<file path="src/rtl/fnd_pkg.sv">
/*----------------------------------------------------------------------
 * fnd_pkg : 7-segment codes, digit codes and FSM encoding for fnd_scan_rx
 * Rev 1.0
 *--------------------------------------------------------------------*/
`default_nettype none

package fnd_pkg;

  localparam logic [6:0] SEG_0     = 7'h7E;
  localparam logic [6:0] SEG_1     = 7'h30;
  localparam logic [6:0] SEG_2     = 7'h6D;
  localparam logic [6:0] SEG_3     = 7'h79;
  localparam logic [6:0] SEG_4     = 7'h33;
  localparam logic [6:0] SEG_5     = 7'h5B;
  localparam logic [6:0] SEG_6     = 7'h5F;
  localparam logic [6:0] SEG_7     = 7'h70;
  localparam logic [6:0] SEG_8     = 7'h7F;
  localparam logic [6:0] SEG_9     = 7'h73;
  localparam logic [6:0] SEG_BLANK = 7'h00;

  localparam logic [3:0] DIG_BLANK = 4'hF;
  localparam logic [3:0] DIG_ERR   = 4'hE;

  typedef enum logic [1:0] {
    HUNT    = 2'd0,
    COLLECT = 2'd1,
    COMMIT  = 2'd2
  } state_t;

  // Blank and error codes count as zero in the arithmetic.
  function automatic logic [5:0] bcd2bin(input logic [3:0] tens, input logic [3:0] ones);
    logic [3:0] t;
    logic [3:0] o;
    t = (tens > 4'd9) ? 4'd0 : tens;
    o = (ones > 4'd9) ? 4'd0 : ones;
    return 6'(32'(t) * 10 + 32'(o));
  endfunction

endpackage

`default_nettype wire

</file>
<file path="src/rtl/fnd_enc.sv">
/*----------------------------------------------------------------------
 * fnd_enc : inverse 7-segment decoder (exact match, error flag)
 * Rev 1.0
 *--------------------------------------------------------------------*/
`default_nettype none

module fnd_enc
  import fnd_pkg::*;
(
  input  logic [6:0] seg,
  output logic [3:0] dig,
  output logic       err
);

  always_comb begin
    dig = DIG_ERR;
    err = 1'b0;
    case (seg)
      SEG_0:     dig = 4'd0;
      SEG_1:     dig = 4'd1;
      SEG_2:     dig = 4'd2;
      SEG_3:     dig = 4'd3;
      SEG_4:     dig = 4'd4;
      SEG_5:     dig = 4'd5;
      SEG_6:     dig = 4'd6;
      SEG_7:     dig = 4'd7;
      SEG_8:     dig = 4'd8;
      SEG_9:     dig = 4'd9;
      SEG_BLANK: dig = DIG_BLANK;
      default: begin
        dig = DIG_ERR;
        err = 1'b1;
      end
    endcase
  end

endmodule

`default_nettype wire

</file>
<file path="src/rtl/fnd_scan_rx.sv">
/*----------------------------------------------------------------------
 * fnd_scan_rx : six-digit multiplexed 7-segment bus receiver -> HH:MM:SS
 * Rev 1.0
 *--------------------------------------------------------------------*/
`default_nettype none

module fnd_scan_rx
  import fnd_pkg::*;
#(
  parameter int SETTLE_CYC  = 4,
  parameter int TIMEOUT_CYC = 16384
) (
  input  logic        clk,
  input  logic        rst_n,
  input  logic [6:0]  i_seg,
  input  logic        i_seg_dp,
  input  logic [5:0]  i_seg_enb,
  output logic [23:0] o_digits,
  output logic [5:0]  o_dp,
  output logic [5:0]  o_hou,
  output logic [5:0]  o_min,
  output logic [5:0]  o_sec,
  output logic        o_frame_vld,
  output logic        o_time_vld,
  output logic        o_seg_err,
  output logic        o_seq_err,
  output logic        o_link_ok
);

  localparam int TW = $clog2(TIMEOUT_CYC + 1);

  logic [6:0]    seg_q;
  logic          dp_q;
  logic [5:0]    enb_q, enb_prev;
  logic [7:0]    settle_cnt;
  logic [TW-1:0] to_cnt;
  state_t        state, state_nxt;
  logic [2:0]    expect_idx, expect_nxt;
  logic [23:0]   shadow_dig;
  logic [5:0]    shadow_dp;

  logic       settle_clr, cap, to_hit, store, seq_err_nxt;
  logic [2:0] idx;
  logic [3:0] enc_dig;
  logic       enc_err;
  logic [5:0] hou_c, min_c, sec_c;
  logic       frame_ok, tv_c;

  fnd_enc u_enc (
    .seg (seg_q),
    .dig (enc_dig),
    .err (enc_err)
  );

  always_comb begin
    idx = 3'd0;
    for (int i = 0; i < 6; i++) begin
      if (!enb_q[i]) idx = 3'(i);
    end
  end

  assign settle_clr = (enb_q != enb_prev) || ($countones(~enb_q) != 1);
  // The timeout is re-armed by every capture, so it only has to outlast one slot.
  assign to_hit = (to_cnt == TW'(TIMEOUT_CYC - 1)) && (state != COMMIT);
  assign cap    = !settle_clr && (settle_cnt == 8'(SETTLE_CYC - 1)) && !to_hit;

  always_comb begin
    state_nxt   = state;
    expect_nxt  = expect_idx;
    store       = 1'b0;
    seq_err_nxt = 1'b0;
    case (state)
      HUNT: begin
        if (cap && idx == 3'd0) begin
          store      = 1'b1;
          expect_nxt = 3'd1;
          state_nxt  = COLLECT;
        end
      end
      COLLECT: begin
        if (cap) begin
          if (idx == expect_idx) begin
            store = 1'b1;
            if (expect_idx == 3'd5) state_nxt = COMMIT;
            else                    expect_nxt = expect_idx + 3'd1;
          end else begin
            seq_err_nxt = 1'b1;
            if (idx == 3'd0) begin
              store      = 1'b1;
              expect_nxt = 3'd1;
            end else begin
              state_nxt = HUNT;
            end
          end
        end
      end
      COMMIT:  state_nxt = HUNT;
      default: state_nxt = HUNT;
    endcase
    if (to_hit) state_nxt = HUNT;
  end

  always_comb begin
    hou_c    = bcd2bin(shadow_dig[23:20], shadow_dig[19:16]);
    min_c    = bcd2bin(shadow_dig[15:12], shadow_dig[11:8]);
    sec_c    = bcd2bin(shadow_dig[7:4],   shadow_dig[3:0]);
    frame_ok = 1'b1;
    for (int i = 0; i < 6; i++) begin
      if (shadow_dig[4*i +: 4] == DIG_ERR) frame_ok = 1'b0;
      if (i < 5 && shadow_dig[4*i +: 4] == DIG_BLANK) frame_ok = 1'b0;
    end
    tv_c = frame_ok && (hou_c <= 6'd23) && (min_c <= 6'd59) && (sec_c <= 6'd59);
  end

  always_ff @(posedge clk or negedge rst_n) begin
    if (!rst_n) begin
      seg_q      <= '0;
      dp_q       <= 1'b0;
      enb_q      <= '1;
      enb_prev   <= '1;
      settle_cnt <= '0;
      to_cnt     <= '0;
      state      <= HUNT;
      expect_idx <= '0;
      shadow_dig <= '0;
      shadow_dp  <= '0;
    end else begin
      seg_q    <= i_seg;
      dp_q     <= i_seg_dp;
      enb_q    <= i_seg_enb;
      enb_prev <= enb_q;
      if (settle_clr)              settle_cnt <= '0;
      else if (settle_cnt != 8'hFF) settle_cnt <= settle_cnt + 8'd1;
      if (cap || state == COMMIT)            to_cnt <= '0;
      else if (to_cnt != TW'(TIMEOUT_CYC))   to_cnt <= to_cnt + 1'b1;
      state      <= state_nxt;
      expect_idx <= expect_nxt;
      if (store) begin
        shadow_dig[4*idx +: 4] <= enc_dig;
        shadow_dp[idx]         <= dp_q;
      end
    end
  end

  always_ff @(posedge clk or negedge rst_n) begin
    if (!rst_n) begin
      o_digits    <= '0;
      o_dp        <= '0;
      o_hou       <= '0;
      o_min       <= '0;
      o_sec       <= '0;
      o_frame_vld <= 1'b0;
      o_time_vld  <= 1'b0;
      o_seg_err   <= 1'b0;
      o_seq_err   <= 1'b0;
      o_link_ok   <= 1'b0;
    end else begin
      o_frame_vld <= 1'b0;
      o_seg_err   <= cap && enc_err;
      o_seq_err   <= seq_err_nxt;
      if (state == COMMIT) begin
        o_digits    <= shadow_dig;
        o_dp        <= shadow_dp;
        o_hou       <= hou_c;
        o_min       <= min_c;
        o_sec       <= sec_c;
        o_time_vld  <= tv_c;
        o_frame_vld <= 1'b1;
        o_link_ok   <= 1'b1;
      end
      if (to_hit) begin
        o_link_ok  <= 1'b0;
        o_time_vld <= 1'b0;
      end
    end
  end

endmodule

`default_nettype wire

</file>
<file path="config.mk">
export PLATFORM = sky130hd
export DESIGN_NAME = fnd_scan_rx
export DESIGN_NICKNAME = d
export VERILOG_FILES = /design/src/rtl/fnd_pkg.sv /design/src/rtl/fnd_enc.sv /design/src/rtl/fnd_scan_rx.sv
export SDC_FILE = /design/constraint.sdc
export NUM_CORES = 1
export LEC_CHECK = 0
export CORE_MARGIN = 4
export CORE_UTILIZATION = 59
export CTS_BUF_LIST = sky130_fd_sc_hd__clkbuf_4 sky130_fd_sc_hd__clkbuf_8
export DETAILED_ROUTE_END_ITERATION = 12
export PLACE_DENSITY = 0.83
export SYNTH_ARGS = -nofsm -noshare
export SYNTH_HDL_FRONTEND = slang
export SYNTH_SLANG_ARGS = --single-unit
</file>
<file path="constraint.sdc">
create_clock -name clk -period 6.2 [get_ports clk]
set_input_delay 0.93 -clock clk [delete_from_list [all_inputs] [get_ports clk]]
set_output_delay 0.93 -clock clk [all_outputs]
set_load 0.05 [all_outputs]
</file>
# After elaboration in Yosys (flattened, before gate mapping)
# Cells that the tools add are included.
# word_totals
regBits,131
in_bits,16
out_inout_bits,53
wordCells,170
# op_classes
n_addsub,12
mul,3
n_lt_le_gt_ge,11
eq_ne,40
shifts,2
muxes,58
bitwise_logic,1
reduce_logical,23
# ops
cell,count
"equality test 7 bit, second input constant",8
"equality test 4 bit, second input constant",11
one-hot mux 4 bit (11 select lines),1
negation 5 -> 34 bit,1
"variable shift 4 x 34 -> 24 bit, first input constant",1
variable part select 4 x 34 -> 24 bit,1
two-way mux 15 bit,2
two-way mux 1 bit,26
bitwise mux 24 bit,1
"greater-than comparator 4 bit, second input constant",6
two-way mux 4 bit,6
two-way mux 3 bit,7
adder 6 x 4 -> 6 bit,3
two-way mux 2 bit,8
two-way mux 8 bit,2
"adder 15 x 1 -> 15 bit, second input constant",1
"equality test 15 x 14 -> 1 bit, second input constant",1
"multiplier 4 x 3 -> 5 bit, second input constant",3
"inequality test 15 bit, second input constant",1
"equality test 7 x 6 -> 1 bit, second input constant",2
"less-or-equal comparator 6 bit, second input constant",2
"inequality test 3 bit, second input constant",4
OR reduction 11 bit,1
logical AND 1 bit,9
32 further kinds,42

# Longest topological paths before layout
# depth
word_depth,17
depth_mapped,12
ltp_nobuf,12

# By module
# Synthesis repeated with hierarchy kept, for this count alone.
# hier_totals
cells_unflattened,679
hier_area_um2,6779.0
# by_module_without_submodules
mod,instances,cells_each,area_per_inst_um2,seq_area_each_um2
fnd_scan_rx,1,628,6396.1,3293.2
fnd_enc,1,51,382.9,0.0

# Worst setup path after synthesis
# No wires, ideal clock.
# synth_timing
kind,reg2reg
from,register enb_q[0]
to,register shadow_dig[10]
setup_time_ns,0.125
arrival_ns,4.132
required_time_ns,6.075
path_slack_ns,1.943
stages_incl_launch_ff,13
path_buffers,1
synth_period_minus_slack_ns,4.257
cell_sequence,dfstp_2 -> inv_1 -> fa_1 -> fa_1 -> ha_1 -> fa_1 -> nor3b_1 -> or4b_4 -> nor4_4 -> nand2_1 -> or4_1 -> buf_2 -> mux2_4
# synth_between
elab_chain_cells,12
word_cells_on_any_way,14
cone_classes,add/sub: 3; eq/ne: 2; mux: 3; bitwise: 1; reduce/logical: 5
# synth_lines
element,line_no,source
"start, declared",fnd_scan_rx.sv:34,"logic [5:0] enb_q, enb_prev;"
"start signal, assigned",fnd_scan_rx.sv:130,enb_q <= i_seg_enb;
NOT 6 bit,fnd_scan_rx.sv:62,assign settle_clr = (enb_q != enb_prev) || ($countones(~enb_q) != 1);
adder 1 x 1 -> 2 bit (not written as such),fnd_scan_rx.sv:62,
adder 2 x 2 -> 3 bit (not written as such),fnd_scan_rx.sv:62,
adder 3 x 2 -> 4 bit (not written as such),fnd_scan_rx.sv:62,
inequality test 4 x 1 -> 1 bit,fnd_scan_rx.sv:62,
logical OR 1 bit *,fnd_scan_rx.sv:62,
zero test 1 bit *,fnd_scan_rx.sv:65,assign cap = !settle_clr && (settle_cnt == 8'(SETTLE_CYC - 1)) && !to_hit;
logical AND 1 bit * (2 in a row),fnd_scan_rx.sv:65,
logical AND 1 bit,fnd_scan_rx.sv:74,if (cap && idx == 3'd0) begin
two-way mux 1 bit,fnd_scan_rx.sv:74,
one-hot mux 1 bit (2 select lines) *,fnd_scan_rx.sv:72,case (state)
"end signal, assigned by index",fnd_scan_rx.sv:139,shadow_dig[4*idx +: 4] <= enc_dig;
"end, declared",fnd_scan_rx.sv:39,logic [23:0] shadow_dig;
# Mark *: on every way between the ends. The rest lies on a longest branch, timed or not.
# A chain may end at the register's enable or synchronous reset.

# Final worst setup path
# layout_timing
from,register enb_q[1]
to,register shadow_dp[4]
# layout_between
elab_chain_cells,12
word_cells_on_any_way,29
cone_classes,add/sub: 3; order compare: 2; eq/ne: 3; mux: 13; bitwise: 1; reduce/logical: 7
# layout_lines
element,line_no,source
NOT 6 bit,fnd_scan_rx.sv:62,
adder 1 x 1 -> 2 bit (not written as such),fnd_scan_rx.sv:62,
adder 2 x 2 -> 3 bit (not written as such),fnd_scan_rx.sv:62,
adder 3 x 2 -> 4 bit (not written as such),fnd_scan_rx.sv:62,
inequality test 4 x 1 -> 1 bit,fnd_scan_rx.sv:62,
logical OR 1 bit,fnd_scan_rx.sv:62,
zero test 1 bit,fnd_scan_rx.sv:65,
logical AND 1 bit (2 in a row),fnd_scan_rx.sv:65,
logical AND 1 bit,fnd_scan_rx.sv:74,
two-way mux 1 bit,fnd_scan_rx.sv:74,
one-hot mux 1 bit (2 select lines),fnd_scan_rx.sv:72,
"end signal, assigned by index",fnd_scan_rx.sv:140,shadow_dp[idx] <= dp_q;
"end, declared",fnd_scan_rx.sv:40,logic [5:0] shadow_dp;
# Several ways; a longest one is shown, not always the timed one.

==> results.py <==
metrics = {
    "yosys": {
        "syn-num-nets": 719,
        "syn_area_um2": 6594,
        "syn_inst": 671,
        "synth_top_family_by_area": "simple AND/OR/NAND/NOR gates",
        "ys_seq_area_frac": 0.4994,
        "synth_fa_ha_area_frac": 0.06755,
        "avgSynthCellArea_um2": 9.827,
        "synth-edff-count": 0,
        "ys_warn_count": 0,
        "ys_types": 57,
        "ys_dominant_reg_cell": "dfrtp_1",
        "synthXorXnorAreaFrac": 0.05313,
        "synthMuxAreaShare": 0.05199,
        "async_flop_share": 1.000,
        "synth-simple-area-share": 0.2108,
        "synth_compound_area_frac": 0.07989,
        "ys_seq_elements": 131,
    },
    "worst_setup_path": {
        "crit_path_max_fanout": 9,
        "crit_type": "reg2reg",
        "path_buf_inv": 1,
        "r2r_start": "enb_q[1]$_DFF_PN1_",
        "max_stage_delay_ps": 570,
        "cp_common_cell": "fa_1",
        "critPathLaunch": "enb_q[1]$_DFF_PN1_",
        "cpLargestDelayFamily": "adder cells",
        "crit_chain": "inv_1 -> fa_1 -> fa_1 -> ha_1 -> fa_1 -> nor3b_1 -> or4b_4 -> nor3_1 -> o211ai_1 -> nor3_2 -> mux2_2",
        "worstPathArrival_ps": 5010,
        "cp-start-kind": "flip-flop",
        "critical_path.slowest_cell": "dfstp_2",
        "cp_data_required_time_ps": 6520,
        "end_kind": "flip-flop",
    },
    "sta": {
        "fin_worst_skew_ps": 14.34,
        "period_needed_ps": 4687,
        "fin_crit_sh": 0.7560,
        "relSlewSlack": 0.3621,
        "setup_ws_ps": 1513,
        "setup_tns_ps": 0,
        "tightest_slew_ps": 949.6,
        "hold_violations": 0,
        "slew_viol_final": 0,
        "finalSetupViolCount": 0,
        "fmax_mhz": 213.4,
        "worst_hold_slack_ps": 376.2,
        "rsz0062_at_grt": "false",
    },
    "power_and_ir_drop": {
        "seq_power_share": 0.489,
        "leakagePower_nw": 3.677,
        "p_clk_frac": 0.468,
        "p_sw_uw": 412.1,
        "switching_share": 0.2303,
        "p_comb_frac": 0.044,
        "vdd_drop_max_v": 0.0001397,
        "p_int_mw": 1.377,
        "powerDensity_nw_per_um2": 227.7,
    },
    "placement": {
        "dp_hpwl_um": 10170,
        "port_buffers": 68,
        "place_area_um2": 7391,
        "place.gp.congestion": 0.8634,
        "place_ws_ps": 1632,
    },
    "hold_path": {
        "min_path_type": "reg2reg",
        "hold_start": "enb_q[0]$_DFF_PN1_",
    },
    "cts": {
        "cts.sinks": 131,
        "cts_setup_buffers": 0,
        "cts_hold_buf": 0,
        "cts_resized": 0,
        "root_buffer": "clkbuf_8",
        "cts_made_buffers": 17,
        "ctsLongestPathBuffers": 2,
        "clkTransAtPathRegs_ps": 90,
        "clk_latency_ps": 440,
        "cts_tree": "built",
        "htreeDepth": 4,
    },
    "floorplan": {
        "design.core.area_um2": 10890,
        "start_util": 0.6056,
        "die_h_um": 113.7,
        "io_pins": 69,
        "die_w_um": 113.7,
        "rows": 38,
        "die_area_um2": 12930,
    },
    "cells_and_area": {
        "fin_util": 0.7214,
        "area_delta_synth_final_pct": 19.13,
        "nFillCells": 766,
        "diodes": 0,
        "nets": 788,
        "fin_area_um2": 7855,
        "drive_above_1_share": 0.09562,
    },
    "outcome": {
        "outcome": "finished, final reports clean",
    },
    "routing": {
        "detail-route-antenna-nets": 0,
        "drt-vias-per-instance": 5.692,
        "via_count": 5083,
        "drt-total-wl_um": 14400,
        "post_drt_wl_per_cell_um": 16.12,
        "drtIter0Drc": 313,
        "drc": 0,
        "detail_route.first_pass.iterations": 4,
    },
    "grt": {
        "grt_use_met3": 0.05252,
        "grt_pass1_wl_um": 24210,
        "antenna_found_initial": 0,
        "met1_usage": 0.2996,
        "grt_pass1_vias": 5186,
        "use_met2": 0.3871,
        "grt-busiest-layer": "met2",
        "track_usage": 0.2350,
        "grt_max_degree": 79,
        "grt.overflow.total": 0,
    },
    "flow_run": {
        "cap_violations": 0,
    },
}
-- path summary, 6_finish.rpt --
kind                                              endpoint  slack, ps  cells after the start
worst max-delay path              shadow_dp[4]$_DFFE_PN0P_       1510                     11
worst min-delay path                 enb_prev[0]$_DFF_PN1_        380                      0
worst max register to register    shadow_dp[4]$_DFFE_PN0P_       1510                     11
worst min register to register       enb_prev[0]$_DFF_PN1_        380                      0
max in group asynchronous       shadow_dig[12]$_DFFE_PN0P_       4310                      2
min in group asynchronous         shadow_dp[3]$_DFFE_PN0P_        580                      1
-- cell type report --
| type | instances | area (um2) | share of cell area |
|---|---|---|---|
| clock buffer | 17 | 234.0 | 0.02979 |
| clock inverter | 15 | 230.2 | 0.02931 |
| inverter | 42 | 157.7 | 0.02007 |
| multi-input combinational | 477 | 3064 | 0.3901 |
| sequential | 131 | 3293 | 0.4192 |
| tap | 140 | 175.2 | 0.02230 |
| timing repair buffer | 71 | 700.7 | 0.08920 |
-- worst reg2reg max path, stage by stage, from the launching register on --
cell and delay (ps):
dfstp_2 570, inv_1 80, fa_1 530, fa_1 420, ha_1 210, fa_1 450
nor3b_1 270, or4b_4 520, nor3_1 220, o211ai_1 390, nor3_2 520, mux2_2 390
-- routing by layer --
metal  vias up  wire length, um
li1       2415                -
met1      2482             6208
met2       154             7161
met3        32              705
met4         0              322
met5         -                0
-- sequential cells by signal, summed over array words and instances (netlist names), 2 cells and up --
signal	flops
enb_prev	6
enb_q	6
expect_idx	3
o_digits	24
o_dp	6
o_hou	6
o_min	6
o_sec	6
seg_q	7
settle_cnt	8
shadow_dig	24
shadow_dp	6
state	2
to_cnt	15
-- cell usage in the layout (no fill, tap or decap), types with 3 or more instances in the layout --
master	synthesis	routed
a211o_1	3	3
a21o_1	3	3
a21oi_1	10	10
a31oi_1	3	3
and3_1	3	3
buf_4	0	4
bufinv_16	0	5
clkbuf_8	0	17
clkdlybuf4s50_1	0	67
clkinv_4	0	3
clkinvlp_4	0	3
dfrtp_1	119	119
dfstp_2	12	12
fa_1	6	6
ha_1	26	26
inv_1	42	42
inv_6	0	3
mux2_2	10	10
mux2_4	4	4
mux2i_1	17	17
nand2_1	135	135
nand2b_1	7	6
nand3_1	18	18
nand3b_1	6	6
nand4_1	9	9
nor2_1	44	44
nor2b_1	10	10
nor3_1	16	16
nor3b_1	8	8
nor4_1	7	6
nor4b_1	3	3
o211ai_1	5	5
o21ai_0	40	40
o31ai_1	6	6
or2_2	4	4
or3_1	5	5
or4_1	3	3
xnor2_1	18	18
xor2_1	22	22
-- cell usage after synthesis (3+ instances only) --
library cell  count  share of area
and3_1            3         0.0028
nor2b_1          10         0.0095
dfrtp_1         119           0.45
nand3b_1          6         0.0068
nor2_1           44          0.025
clkbuf_1         18          0.010
nor4_1            7         0.0066
a211o_1           3         0.0040
a31oi_1           3         0.0028
o21ai_0          40          0.030
fa_1              6          0.018
nand4_1           9         0.0085
o31ai_1           6         0.0068
or2_2             4         0.0038
o211ai_1          5         0.0057
mux2i_1          17          0.026
mux2_2           10          0.017
a21oi_1          10         0.0076
a21o_1            3         0.0034
ha_1             26          0.049
xnor2_1          18          0.024
nor4b_1           3         0.0040
xor2_1           22          0.029
dfstp_2          12          0.048
inv_1            42          0.024
nand2_1         135          0.077
or3_1             5         0.0047
nor3b_1           8         0.0091
mux2_4            4         0.0091
nand2b_1          7         0.0066
or4_1             3         0.0034
nor3_1           16          0.012
nand3_1          18          0.014
-- power groups by stage --
stage	logic [mW]	clock network, mW	registers [mW]
final	0.0783	0.837	0.874
after global routing	0.0875	0.885	0.875
after CTS	0.0787	0.853	0.874
after detailed placement	0.0750	0	0.890
after global placement	0.0725	0	0.889
after floorplan	0.0419	0	0.886
-- through the flow --
step                      total power, mW  instances
final                               1.789        893
after global routing                1.848        893
after floorplan                    0.9276        671
after CTS                           1.805        893
after detailed placement           0.9653        861
after global placement             0.9616        861
-- cells by family (layout without fill, tap and decap cells) --
kind of cell,after synthesis,after routing
simple gates,289,289
flops,131,131
compound gates,85,85
buf+inv,63,145
xor+xnor,40,40
fa+ha+maj,32,32
mux,31,31
No activity file was read; power rests on OpenSTA's default activity.
